File: src/rtl/pipe_hazard_ctrl_pkg.sv
`default_nettype none
// ============================================================================
// Module : pipe_hazard_ctrl_pkg
// Brief  : Shared pipeline definitions: hazard FSM encoding and register
//          index width.
// Rev    : 1.0  initial release
// ============================================================================
package pipe_hazard_ctrl_pkg;

   // Width of an architectural register index (x0..x31)
   localparam int REG_IDX_W = 5;

   // Hazard controller states
   typedef enum logic {
      RUN      = 1'b0,
      MEM_WAIT = 1'b1
   } hz_state_t;

endpackage : pipe_hazard_ctrl_pkg
`default_nettype wire

File: src/rtl/pipe_hazard_ctrl_load_use_detect.sv
`default_nettype none
// ============================================================================
// Module : load_use_detect
// Brief  : Purely combinational load-use hazard detector. Flags when the
//          instruction in ID reads the destination of a load sitting in EX.
//          Writes to x0 never create a dependency.
// Rev    : 1.0  initial release
// ============================================================================
module load_use_detect
   import pipe_hazard_ctrl_pkg::*;
(
   input  logic [REG_IDX_W-1:0] id_rs1,
   input  logic [REG_IDX_W-1:0] id_rs2,
   input  logic                 id_uses_rs1,
   input  logic                 id_uses_rs2,
   input  logic                 idex_mem_read,
   input  logic [REG_IDX_W-1:0] idex_rd,
   output logic                 hazard
);

   logic rs1_match;
   logic rs2_match;
   logic rd_nonzero;

   // Compare both ID sources against the EX load destination
   always_comb begin
      rs1_match  = id_uses_rs1 && (id_rs1 == idex_rd);
      rs2_match  = id_uses_rs2 && (id_rs2 == idex_rd);
      rd_nonzero = (idex_rd != '0);
      hazard     = idex_mem_read && rd_nonzero && (rs1_match || rs2_match);
   end

endmodule : load_use_detect
`default_nettype wire

File: src/rtl/pipe_hazard_ctrl.sv
`default_nettype none
// ============================================================================
// Module : pipe_hazard_ctrl
// Brief  : Pipeline hazard controller. Stalls the pipe while data memory is
//          busy (with timeout abort), flushes on taken branches and inserts a
//          one-cycle bubble on load-use dependencies. Priority is
//          memory stall > branch flush > load-use stall.
// Rev    : 1.0  initial release
// ============================================================================
module pipe_hazard_ctrl
   import pipe_hazard_ctrl_pkg::*;
#(
   parameter int MEM_TIMEOUT = 255
)
(
   input  logic                 clk,
   input  logic                 rst,
   input  logic [REG_IDX_W-1:0] IDRs1,
   input  logic [REG_IDX_W-1:0] IDRs2,
   input  logic                 IDUsesRs1,
   input  logic                 IDUsesRs2,
   input  logic                 IDEXMemRead,
   input  logic [REG_IDX_W-1:0] IDEXRegRd,
   input  logic                 EXBranchTaken,
   input  logic                 EXMEMMemRead,
   input  logic                 EXMEMMemWrite,
   input  logic                 MemReady,
   output logic                 MemReq,
   output logic                 PCStall,
   output logic                 IFIDStall,
   output logic                 IDEXStall,
   output logic                 EXMEMStall,
   output logic                 IFIDFlush,
   output logic                 IDEXFlush,
   output logic                 MEMWBFlush,
   output logic                 MemErr,
   output logic [15:0]          StallCycles
);

   // Wait counter only has to reach MEM_TIMEOUT; keep it at least 1 bit wide
   localparam int CNT_W = (MEM_TIMEOUT < 2) ? 1 : $clog2(MEM_TIMEOUT + 1);
   localparam logic [CNT_W-1:0] TIMEOUT_VAL = CNT_W'(MEM_TIMEOUT);
   localparam logic [15:0]      STALL_MAX   = 16'hFFFF;

   hz_state_t        state;
   logic [CNT_W-1:0] wait_cnt;

   logic mem_access;
   logic timeout_hit;
   logic mem_stall;
   logic load_use;
   logic branch_flush;
   logic lu_stall;

   load_use_detect u_load_use_detect (
      .id_rs1        (IDRs1),
      .id_rs2        (IDRs2),
      .id_uses_rs1   (IDUsesRs1),
      .id_uses_rs2   (IDUsesRs2),
      .idex_mem_read (IDEXMemRead),
      .idex_rd       (IDEXRegRd),
      .hazard        (load_use)
   );

   // Resolve memory stall, then branch and load-use in priority order
   always_comb begin
      mem_access  = EXMEMMemRead || EXMEMMemWrite;
      timeout_hit = (state == MEM_WAIT) && (wait_cnt == TIMEOUT_VAL);
      case (state)
         RUN:      mem_stall = mem_access && !MemReady;
         MEM_WAIT: mem_stall = !MemReady && !timeout_hit;
         default:  mem_stall = 1'b0;
      endcase
      // EX and ID are frozen during a memory stall, so these are simply
      // re-evaluated once the stall lets go
      branch_flush = EXBranchTaken && !mem_stall;
      lu_stall     = load_use && !mem_stall && !EXBranchTaken;

      // Reset forces every control output quiet
      MemReq     = !rst && mem_access;
      PCStall    = !rst && (mem_stall || lu_stall);
      IFIDStall  = !rst && (mem_stall || lu_stall);
      IDEXStall  = !rst && mem_stall;
      EXMEMStall = !rst && mem_stall;
      MEMWBFlush = !rst && mem_stall;
      IFIDFlush  = !rst && branch_flush;
      IDEXFlush  = !rst && (branch_flush || lu_stall);
   end

   // Memory-wait FSM, timeout abort, sticky error and stall statistics
   always_ff @(posedge clk) begin
      if (rst) begin
         state       <= RUN;
         wait_cnt    <= '0;
         MemErr      <= 1'b0;
         StallCycles <= '0;
      end else begin
         if (mem_stall && (StallCycles != STALL_MAX)) begin
            StallCycles <= StallCycles + 16'd1;
         end
         case (state)
            RUN: begin
               if (mem_access && !MemReady) begin
                  state    <= MEM_WAIT;
                  wait_cnt <= CNT_W'(1);
               end
            end
            MEM_WAIT: begin
               if (MemReady) begin
                  state    <= RUN;
                  wait_cnt <= '0;
               end else if (timeout_hit) begin
                  state    <= RUN;
                  wait_cnt <= '0;
                  MemErr   <= 1'b1;
               end else begin
                  wait_cnt <= wait_cnt + CNT_W'(1);
               end
            end
            default: begin
               state    <= RUN;
               wait_cnt <= '0;
            end
         endcase
      end
   end

endmodule : pipe_hazard_ctrl
`default_nettype wire

File: config.mk
export PLATFORM = sky130hd
export DESIGN_NAME = pipe_hazard_ctrl
export DESIGN_NICKNAME = d
export VERILOG_FILES = /design/src/rtl/pipe_hazard_ctrl_pkg.sv /design/src/rtl/pipe_hazard_ctrl_load_use_detect.sv /design/src/rtl/pipe_hazard_ctrl.sv
export SDC_FILE = /design/constraint.sdc
export NUM_CORES = 1
export LEC_CHECK = 0
export ABC_AREA = 1
export BUFFER_PORTS_ARGS = -buffer_cell sky130_fd_sc_hd__buf_4
export CORE_AREA = 2 2 64 66
export DETAILED_ROUTE_END_ITERATION = 10
export DIE_AREA = 0 0 66 68
export GPL_TIMING_DRIVEN = 0
export PLACE_DENSITY_LB_ADDON = 0.15
export SLEW_MARGIN = 20
export SYNTH_ARGS = -nofsm -noshare
export SYNTH_HDL_FRONTEND = slang
export SYNTH_SLANG_ARGS = --single-unit
File: constraint.sdc
create_clock -name clk -period 1.48 [get_ports clk]
set_input_delay 0.148 -clock clk [delete_from_list [all_inputs] [get_ports clk]]
set_output_delay 0.148 -clock clk [all_outputs]
set_load 0.1 [all_outputs]
# == After elaboration in Yosys (flattened, before gate mapping) ==
# Index checks and enable logic that the tools add are counted.
# W data, S select, Z words.
# op_classes
n_reduce_logical,27
eq_ne,5
mux,9
add_sub_neg,2
bitwise_logic,2
# ops
operator,count
$mux W8,3
$add A16 B1 Y16 const B,1
$logic_and A1 B1 Y1,16
$ne A16 B16 Y1 const B,1
$pmux W8 S2,1
$eq A5 B5 Y1,2
$add A8 B1 Y8 const B,1
$eq A8 B8 Y1 const B,1
$logic_not A1 Y1,5
$reduce_bool A5 Y1,1
$logic_or A1 B1 Y1,4
$pmux W1 S2,2
$mux W1,3
$reduce_and A3 Y1,1
$ne A2 B2 Y1 const B,1
$not A1 Y1,2
# word_totals
inputBits,24
out_inout_bits,25
word_cells,49
regBits,26

# == Logic depth before layout (Yosys ltp) ==
# Gate-level depths: netlist of run 1.
# depth
depth_word,10
mapped_depth,10
ltp_nobuf,9

# == By module ==
# A second synthesis of run 1 with hierarchy kept.
# unflattened
hier_cells,302
hier_area_um2,1808.0
# modules_own_cells
module,area_each_um2,instances,cells_per_inst
pipe_hazard_ctrl,1591.5,1,247
load_use_detect,216.5,1,55

# == Worst setup path after synthesis of run 1 ==
# Ideal clock, no wire load.
# synth_timing
path_type,input to output
start,in IDEXRegRd[1]
end,out PCStall
t_arrival_ns,3.304
required_time_ns,1.332
setup_slack_ns,-1.972
path_stages,8
n_path_buf,1
path_cell_list,inv_1 -> o21ai_0 -> nor2_1 -> nand3_1 -> nand2_1 -> nand2_1 -> o21ai_0 -> buf_4
# synth_between
elab_chain_cells,8
word_cells_on_any_way,12
classes_between,eq/ne: 2; reduce/logical: 10
# synth_lines
item,line,text
from (decl),pipe_hazard_ctrl.sv:23,"input logic [REG_IDX_W-1:0] IDEXRegRd,"
"$eq A5 B5 Y1, on equally long branches","pipe_hazard_ctrl_load_use_detect.sv:27, pipe_hazard_ctrl_load_use_detect.sv:28",
"$logic_and A1 B1 Y1, on equally long branches","pipe_hazard_ctrl_load_use_detect.sv:27, pipe_hazard_ctrl_load_use_detect.sv:28",
$logic_or A1 B1 Y1,pipe_hazard_ctrl_load_use_detect.sv:30,hazard = idex_mem_read && rd_nonzero && (rs1_match || rs2_match);
$logic_and A1 B1 Y1 (*),pipe_hazard_ctrl_load_use_detect.sv:30,
$logic_and A1 B1 Y1 (*) (2 in series),pipe_hazard_ctrl.sv:77,lu_stall = load_use && !mem_stall && !EXBranchTaken;
$logic_or A1 B1 Y1 (*),-,
$logic_and A1 B1 Y1 (*),-,
to (decl),pipe_hazard_ctrl.sv:29,"output logic PCStall,"
# Every way passes the cells marked *; elsewhere a longest branch is shown, timed or not.

# == Worst setup path in the final report of run 1 ==
# layout_timing
start,reg wait_cnt[0]
end,out MEMWBFlush
# layout_between
elab_chain_cells,6
# layout_lines
item,line,text
from (decl),pipe_hazard_ctrl.sv:46,logic [CNT_W-1:0] wait_cnt;
from (signal assigned),pipe_hazard_ctrl.sv:117,wait_cnt <= wait_cnt + CNT_W'(1);
$eq A8 B8 Y1,pipe_hazard_ctrl.sv:68,timeout_hit = (state == MEM_WAIT) && (wait_cnt == TIMEOUT_VAL);
$logic_and A1 B1 Y1,pipe_hazard_ctrl.sv:68,
$logic_not A1 Y1,pipe_hazard_ctrl.sv:71,MEM_WAIT: mem_stall = !MemReady && !timeout_hit;
$logic_and A1 B1 Y1,pipe_hazard_ctrl.sv:71,
$pmux W1 S2,pipe_hazard_ctrl.sv:69,case (state)
$logic_and A1 B1 Y1,pipe_hazard_ctrl.sv:85,MEMWBFlush = !rst && mem_stall;
to (decl),pipe_hazard_ctrl.sv:35,"output logic MEMWBFlush,"
# Every way passes these cells.

==> flow_summary_export.csv, run 1 <==
group,metric,value,unit
floorplan,die_w,66,um
hold_path,min_path_cells,4,
clock_network,cts_tree,"yes",
timing,clock_skew,0.00370,ns
power,pwr-share-seq,39.8,%
power,p_per_area,657,nW/um2
floorplan,rows,23,
setup_path,critPathSlowestCell,"dfxtp_4",
synth,synth_warnings,0,
power,cellLeakagePower,1.15,nW
route,first_pass_iters,4,
route,vias_per_cell,4.91,
global_routing,grt_pass1_vias,1616,
clock_network,numCtsBuffers,3,
power,ir_worst_vdd,425,uV
final_layout,nFillCells,322,
final_layout,num_antenna_cells,0,
power,total_power,1.79,mW
synth,synth_seq_area_share,30.2,%
final_layout,drive_gt1_share,38.0,%
route,post_drt_wl_per_cell,12.1,um
setup_path,rrSetupSlack,-0.18,ns
global_routing,grt_usage,20.4,%
synth,synth_area,1720,um2
global_routing,grt_start_max_net_pins,15,
final_layout,layout.nets,361,
global_routing,grt_antenna_before_repair,0,
setup_path,reg2reg_to,"StallCycles[9]$_SDFFE_PP0P_",
synth,synth_nets,293,
timing,hold_viol,0,
route,drc,0,
synth,synth_cell_types,27,
setup_path,reg2reg_from,"wait_cnt[0]$_SDFFE_PP0P_",
timing,setup-violations-final,23,
setup_path,crit_buf_inv,4,
power,clockPowerShare,26.9,%
setup_path,slowest_delay,0.37,ns
route,drt_iter0_markers,145,
place,port_buffers,47,
power,intPower,1.17,mW
final_layout,finalInstanceArea,2720,um2
place,dp_hpwl,3.24,mm
hold_path,worstHoldStart,"MemReady",
setup_path,worstRegToRegCells,12,
job,cap_violations,0,
timing,maxSlewViolCount,0,
timing,hold_ws,0.169,ns
setup_path,crit_required,1.33,ns
clock_network,clk_pin_slew,0.09,ns
timing,rsz0062_at_grt,"true",
clock_network,cts-root-buf,"clkbuf_8",
route,vias,1884,
clock_network,htree_levels,1,
power,combPwrFrac,33.4,%
status,failed_checks,"setup timing",
timing,fin_ws,-0.373,ns
clock_network,hold_buffers,0,
synth,synthCells,267,
clock_network,worstSkewPairLatency,0.28,ns
floorplan,dieArea,4490,um2
timing,max_slew_margin,67.3,%
setup_path,cp_cell_sequence,"ha_4 -> inv_2 -> nor2_2 -> nand2_2 -> nand3_4 -> nand2_8 -> nand2_8 -> clkinvlp_4 -> buf_12 -> buf_12",
place,gp_congestion,0.875,
hold_path,min_to,"MemErr$_SDFFE_PP0P_",
synth,synth_top_area_cell,"dfxtp_1",
place,dp_cells,364,
power,p_switching,0.614,mW
clock_network,cts_num_sinks,26,
synth,syn_area_per_cell,6.45,um2
setup_path,end_kind,"output port",
setup_path,cp_max_fo,4,
timing,setup_tns,-4.08,ns
route,drt-total-wl,4.63,mm
global_routing,grt_pass1_wl,7.11,mm
setup_path,cp.arrival,1.71,ns
floorplan,start_util,44.7,%
synth,netlist_top_cells_area,"dfxtp_1 30%, nand2_1 15%, nor2_1 8.9%",
final_layout,final_cells,384,
floorplan,io_pins,49,
place,place_area,2340,um2
timing,min_period,1.85,ns
timing,fin_crit_sh,125,%
timing,fmax,0.540,GHz
setup_path,cp_top_family,"buffers and inverters",
floorplan,core_area,3860,um2
hold_path,hold_class,"in -> reg",
synth,netlist.area_leader.share,30.2,%
status,status,"complete, but fails checks",
clock_network,clock_path_buffers,2,
final_layout,area_growth,57.8,%
synth,synth-seq-cells,26,
power,switching_share,34.4,%
setup_path,startpoint_type,"register",
route,postRouteAntennaNets,0,
timing,worst_slew_pin_slew,0.491,ns
global_routing,overflow,0,
setup_path,critPathKind,"reg -> out",
floorplan,die_h,68,um
[worst max path at each step]
stage	from	end	slack [ns]	cells past startpoint
2_1_floorplan	wait_cnt[1]$_SDFFE_PP0P_	IDEXStall	-0.47	9
3_3_place_gp	wait_cnt[0]$_SDFFE_PP0P_	wait_cnt[3]$_SDFFE_PP0P_	-0.26	8
3_5_place_dp	wait_cnt[0]$_SDFFE_PP0P_	StallCycles[15]$_SDFFE_PP0P_	-0.27	8
4_1_cts	wait_cnt[0]$_SDFFE_PP0P_	IDEXStall	-0.39	10
5_1_grt	wait_cnt[0]$_SDFFE_PP0P_	IDEXStall	-0.46	10
6_report	wait_cnt[0]$_SDFFE_PP0P_	MEMWBFlush	-0.37	10
[tightest hold or removal path: stages]
cell and delay, ns:
buf_4 0.09, nor3_1 0.06, nor2_1 0.08, nor2_1 0.04
[registers in the layout, indices dropped and copies added, names as in the netlist]
name / count
StallCycles: 16
MemErr: 1
wait_cnt: 8
state: 1
[Yosys cell counts]
cell	instances
xnor2_1	2
and2_1	1
a211oi_1	1
nor2_4	2
nand2_1	71
nand3_2	2
nand3_1	22
clkbuf_1	1
nand2_4	1
nand2_2	3
nand4_4	1
ha_1	2
o21ai_0	10
a21oi_2	3
nand3b_1	1
inv_1	31
dfxtp_1	26
buf_4	3
buf_1	1
nor2_1	41
or2_2	1
buf_12	1
xor2_1	15
a21oi_1	15
nor3_1	3
a31oi_1	2
nand4_1	5
[layer usage]
metal	up-vias	global-route usage, %	share of wire (%)
met2	27	37.2	53
met5	-	0	0
li1	986	-	-
met4	0	6.63	1.2
met3	6	3.45	2.4
met1	865	24.5	43
[cell type report]
cell class	instances	area (um2)	area share, %
tap	50	62.6	2.30
multi-input combinational	204	1210	44.6
sequential	26	589	21.7
timing repair buffer	63	598	22.0
inverter	31	120	4.42
clock buffer	4	55.1	2.02
buffer	6	80.1	2.95
[what timing repair did]
action | in CTS | in global routing
endpoints found under the hold margin | 0 | 0
cloned | 0 | 1
endpoints found under the setup margin | 29 | 29
setup buffers | 7 | 8
pin swaps | 3 | 2
resized for setup | 26 | 15
[cell usage in the layout, fill, tap and decap left out, drive strengths merged]
master,synthesis,routed
o21ai,10,10
a31oi,2,2
xor2,15,15
nor2,43,43
nor3,3,3
ha,2,2
buf,5,67
and2,1,1
nand3,24,24
nand2,75,75
clkbuf,1,6
a211oi,1,1
nand3b,1,1
xnor2,2,2
dfxtp,26,26
a21oi,18,18
clkinvlp,0,1
nand4,6,6
or2,1,1
inv,31,30
[per-stage QoR]
step           setup slack, ns  utilization [%]
2_1_floorplan           -0.472                -
3_3_place_gp            -0.260             60.6
3_5_place_dp            -0.266             60.6
4_1_cts                 -0.385             66.5
5_1_grt                 -0.465             70.5
6_report                -0.373             70.5
[power by group through the flow]
| stage | Combinational (mW) | Clock, mW | Sequential, mW |
|---|---|---|---|
| finish | 0.596 | 0.480 | 0.710 |
| global route | 0.632 | 0.522 | 0.713 |
| CTS | 0.528 | 0.492 | 0.710 |
| detailed placement | 0.458 | 0 | 0.727 |
| global placement | 0.455 | 0 | 0.727 |
| floorplan | 0.290 | 0 | 0.774 |
[cells by family (layout without fill, tap and decap cells)]
logic type / after synthesis / after routing / share of synthesized area [%]
AO/OA/AOI/OAI: 31 / 31 / 9.95
XOR/XNOR: 17 / 17 / 8.64
adder cells (fa/ha/maj): 2 / 2 / 1.45
buffers and inverters: 37 / 104 / 9.66
flip-flops: 26 / 26 / 30.2
AND/OR/NAND/NOR: 154 / 154 / 40.1
No activity file was read; power rests on OpenSTA's default activity.
==> run 2, diff against run 1 <==
--- a/config.mk
+++ b/config.mk
@@ -5,11 +5,10 @@
 export SDC_FILE = /design/constraint.sdc
 export NUM_CORES = 1
 export LEC_CHECK = 0
-export ABC_AREA = 1
 export BUFFER_PORTS_ARGS = -buffer_cell sky130_fd_sc_hd__buf_4
-export CORE_AREA = 2 2 64 66
+export CORE_AREA = 2 2 62 64
 export DETAILED_ROUTE_END_ITERATION = 10
-export DIE_AREA = 0 0 66 68
+export DIE_AREA = 0 0 64 66
 export GPL_TIMING_DRIVEN = 0
 export PLACE_DENSITY_LB_ADDON = 0.15
 export SLEW_MARGIN = 20
==> run 2 against run 1 <==
The flow still finishes with violations (setup timing). Sequential cell count unchanged. Combinational power fell by 19%. Largest power group unchanged. Synthesized cell count decreased by 35%. Largest cell class unchanged. Final cell count shrank 24%. Clock-buffer cell count did not move. First-iteration DRC count fell by 61%. Power is 10% lower.
==> flow_summary_export.csv, run 2 <==
group,metric,value,unit
timing,min_period,2.18,ns
timing,worst_slew_pin_slew,0.590,ns
synth,synth_warnings,0,
route,first_pass_iters,4,
setup_path,cp.arrival,2.03,ns
setup_path,crit_required,1.33,ns
floorplan,die_w,64,um
clock_network,clk_pin_slew,0.14,ns
job,cap_violations,0,
global_routing,grt_busiest_layer,"met2",
global_routing,grt_pass1_wl,6.89,mm
synth,syn_area_per_cell,8.95,um2
final_layout,final_cells,290,
final_layout,final_cell_mix,"50 x buf_4, 26 x nor2_1, 18 x dfxtp_4, 14 x xnor2_1, 12 x xor2_1",
setup_path,cp_max_fo,5,
synth,synth_nets,200,
final_layout,layout.nets,269,
final_layout,layout_commonest_cell,"buf_4",
global_routing,grtUsageMet1,24.3,%
setup_path,end_kind,"output port",
floorplan,io_pins,49,
global_routing,grt_start_max_net_pins,16,
global_routing,met3_usage,3.58,%
hold_path,min_path_cells,4,
route,post_drt_wl_per_cell,14.8,um
power,cellLeakagePower,0.980,nW
power,p_per_area,625,nW/um2
route,drt-total-wl,4.30,mm
route,vias_per_cell,5.37,
route,vias,1556,
clock_network,cts-root-buf,"clkbuf_4",
route,postRouteAntennaNets,0,
timing,fmax,0.459,GHz
setup_path,critPathKind,"reg -> out",
floorplan,rows,22,
floorplan,die_h,66,um
synth,async_reset_ff_share,0,%
timing,fin_ws,-0.698,ns
synth,synthCells,174,
final_layout,reg_top3,"StallCycles x16, wait_cnt x8",
global_routing,grt_antenna_before_repair,0,
place,gp_congestion,0.847,
place,place_area,2150,um2
timing,maxSlewViolCount,0,
place,dp_cells,269,
route,drc,0,
synth,synth_ff_type,"dfxtp_1",
final_layout,drive_gt1_share,50.8,%
synth,synth_top_area_cell,"dfxtp_1",
floorplan,core_area,3550,um2
synth,netlist_top_cells_area,"dfxtp_1 33%, xnor2_1 8.4%, nor2_1 7.0%",
clock_network,htree_levels,1,
synth,synth-edff-count,0,
clock_network,worstSkewPairLatency,0.33,ns
floorplan,start_util,43.8,%
clock_network,cts_tree,"yes",
status,status,"complete, but fails checks",
synth,synth_cell_types,41,
final_layout,num_antenna_cells,0,
timing,fin_crit_sh,147,%
synth,synth_area,1560,um2
final_layout,finalInstanceArea,2570,um2
synth,synth_seq_area_share,33.4,%
route,drt_iter0_markers,56,
global_routing,grt_usage,20.5,%
power,total_power,1.61,mW
final_layout,area_growth,65.4,%
global_routing,overflow,0,
timing,rsz0062_at_grt,"true",
clock_network,cts_num_sinks,26,
final_layout,largest_reg_flops,16,
status,failed_checks,"setup timing",
timing,max_slew_margin,60.6,%
floorplan,dieArea,4220,um2
timing,setup-violations-final,24,
synth,synth-seq-cells,26,
place,port_buffers,47,
global_routing,grt_pass1_vias,1523,
timing,clock_skew,0.00251,ns
final_layout,top_register,"StallCycles",
setup_path,startpoint_type,"register",
setup_path,worstRegToRegCells,10,
synth,synth_common_cells,"29 x nor2_1, 26 x dfxtp_1, 15 x xnor2_1, 12 x xor2_1, 8 x nand4_1",
power,ir_worst_vdd,448,uV
clock_network,numCtsBuffers,3,
timing,hold_viol,0,
synth,synth.most_common_cell,"nor2_1",
hold_path,hold_class,"in -> reg",
clock_network,clock_path_buffers,2,
place,dp_hpwl,2.91,mm
synth,netlist.area_leader.share,33.4,%
global_routing,use_met2,37.2,%
-- run 2: per-layer routing --
layer | up-vias | wire length [um]
met3 | 4 | 137
li1 | 764 | -
met2 | 33 | 2380
met5 | - | 0
met4 | 0 | 36
met1 | 755 | 1740
-- run 2: path summary, 6_finish.rpt --
check / end / start / slack (ns)
hold reg to reg: wait_cnt[5]$_SDFFE_PP0P_ / wait_cnt[5]$_SDFFE_PP0P_ / 0.51
setup reg to reg: StallCycles[13]$_SDFFE_PP0P_ / wait_cnt[0]$_SDFFE_PP0P_ / -0.65
setup / recovery: PCStall / wait_cnt[0]$_SDFFE_PP0P_ / -0.70
hold / removal: wait_cnt[6]$_SDFFE_PP0P_ / MemReady / 0.18
-- run 2: cell type report --
class | count | area, um2
clock buffer | 4 | 47.5
multi-input combinational | 139 | 1170
sequential | 26 | 592
tap | 48 | 60.1
fill | 236 | 977
buffer | 9 | 115
timing repair buffer | 64 | 593
-- run 2: repair_timing --
| action | 4_1_cts | 5_1_grt |
|---|---|---|
| gates resized for setup | 36 | 19 |
| pin swaps | 23 | 19 |
| cloned | 0 | 0 |
| endpoints found under the setup margin | 28 | 30 |
| hold buffers | 0 | 0 |
| buffers inserted | 12 | 6 |
-- run 2: critical path: stages, from the launching register on --
cell	delay (ns)
dfxtp_4	0.38
ha_4	0.15
and4_1	0.15
a211o_1	0.30
buf_6	0.15
buf_12	0.13
o32ai_4	0.15
buf_12	0.15
buf_12	0.16
-- run 2: kinds of logic after synthesis --
kind of cell	after synthesis	synth area share (%)
AO/OA/AOI/OAI	17	7.15
buffers and inverters	9	4.10
adder cells (fa/ha/maj)	2	1.61
flip-flops	26	33.4
AND/OR/NAND/NOR	91	36.9
multiplexers	2	1.61
XOR/XNOR	27	15.2
-- run 2: power breakdown --
part           total (mW)  internal (mW)  leakage [nW]  switching [mW]
combinational       0.485          0.211         0.727           0.274
sequential          0.702          0.684         0.226          0.0181
clock               0.421          0.207        0.0261           0.214
total                1.61           1.10         0.980           0.506
-- run 2: through the flow --
stage                     hold WS (ns)  util (%)  TNS (ns)  worst slack, ns
after floorplan                  0.370         -     -6.86           -0.711
after global routing             0.172      72.5    -13.65           -0.780
final                            0.176      72.5    -11.38           -0.698
after CTS                        0.163      69.5    -11.03           -0.730
after detailed placement         0.486      60.6     -7.80           -0.538
after global placement           0.460      60.6     -7.48           -0.523
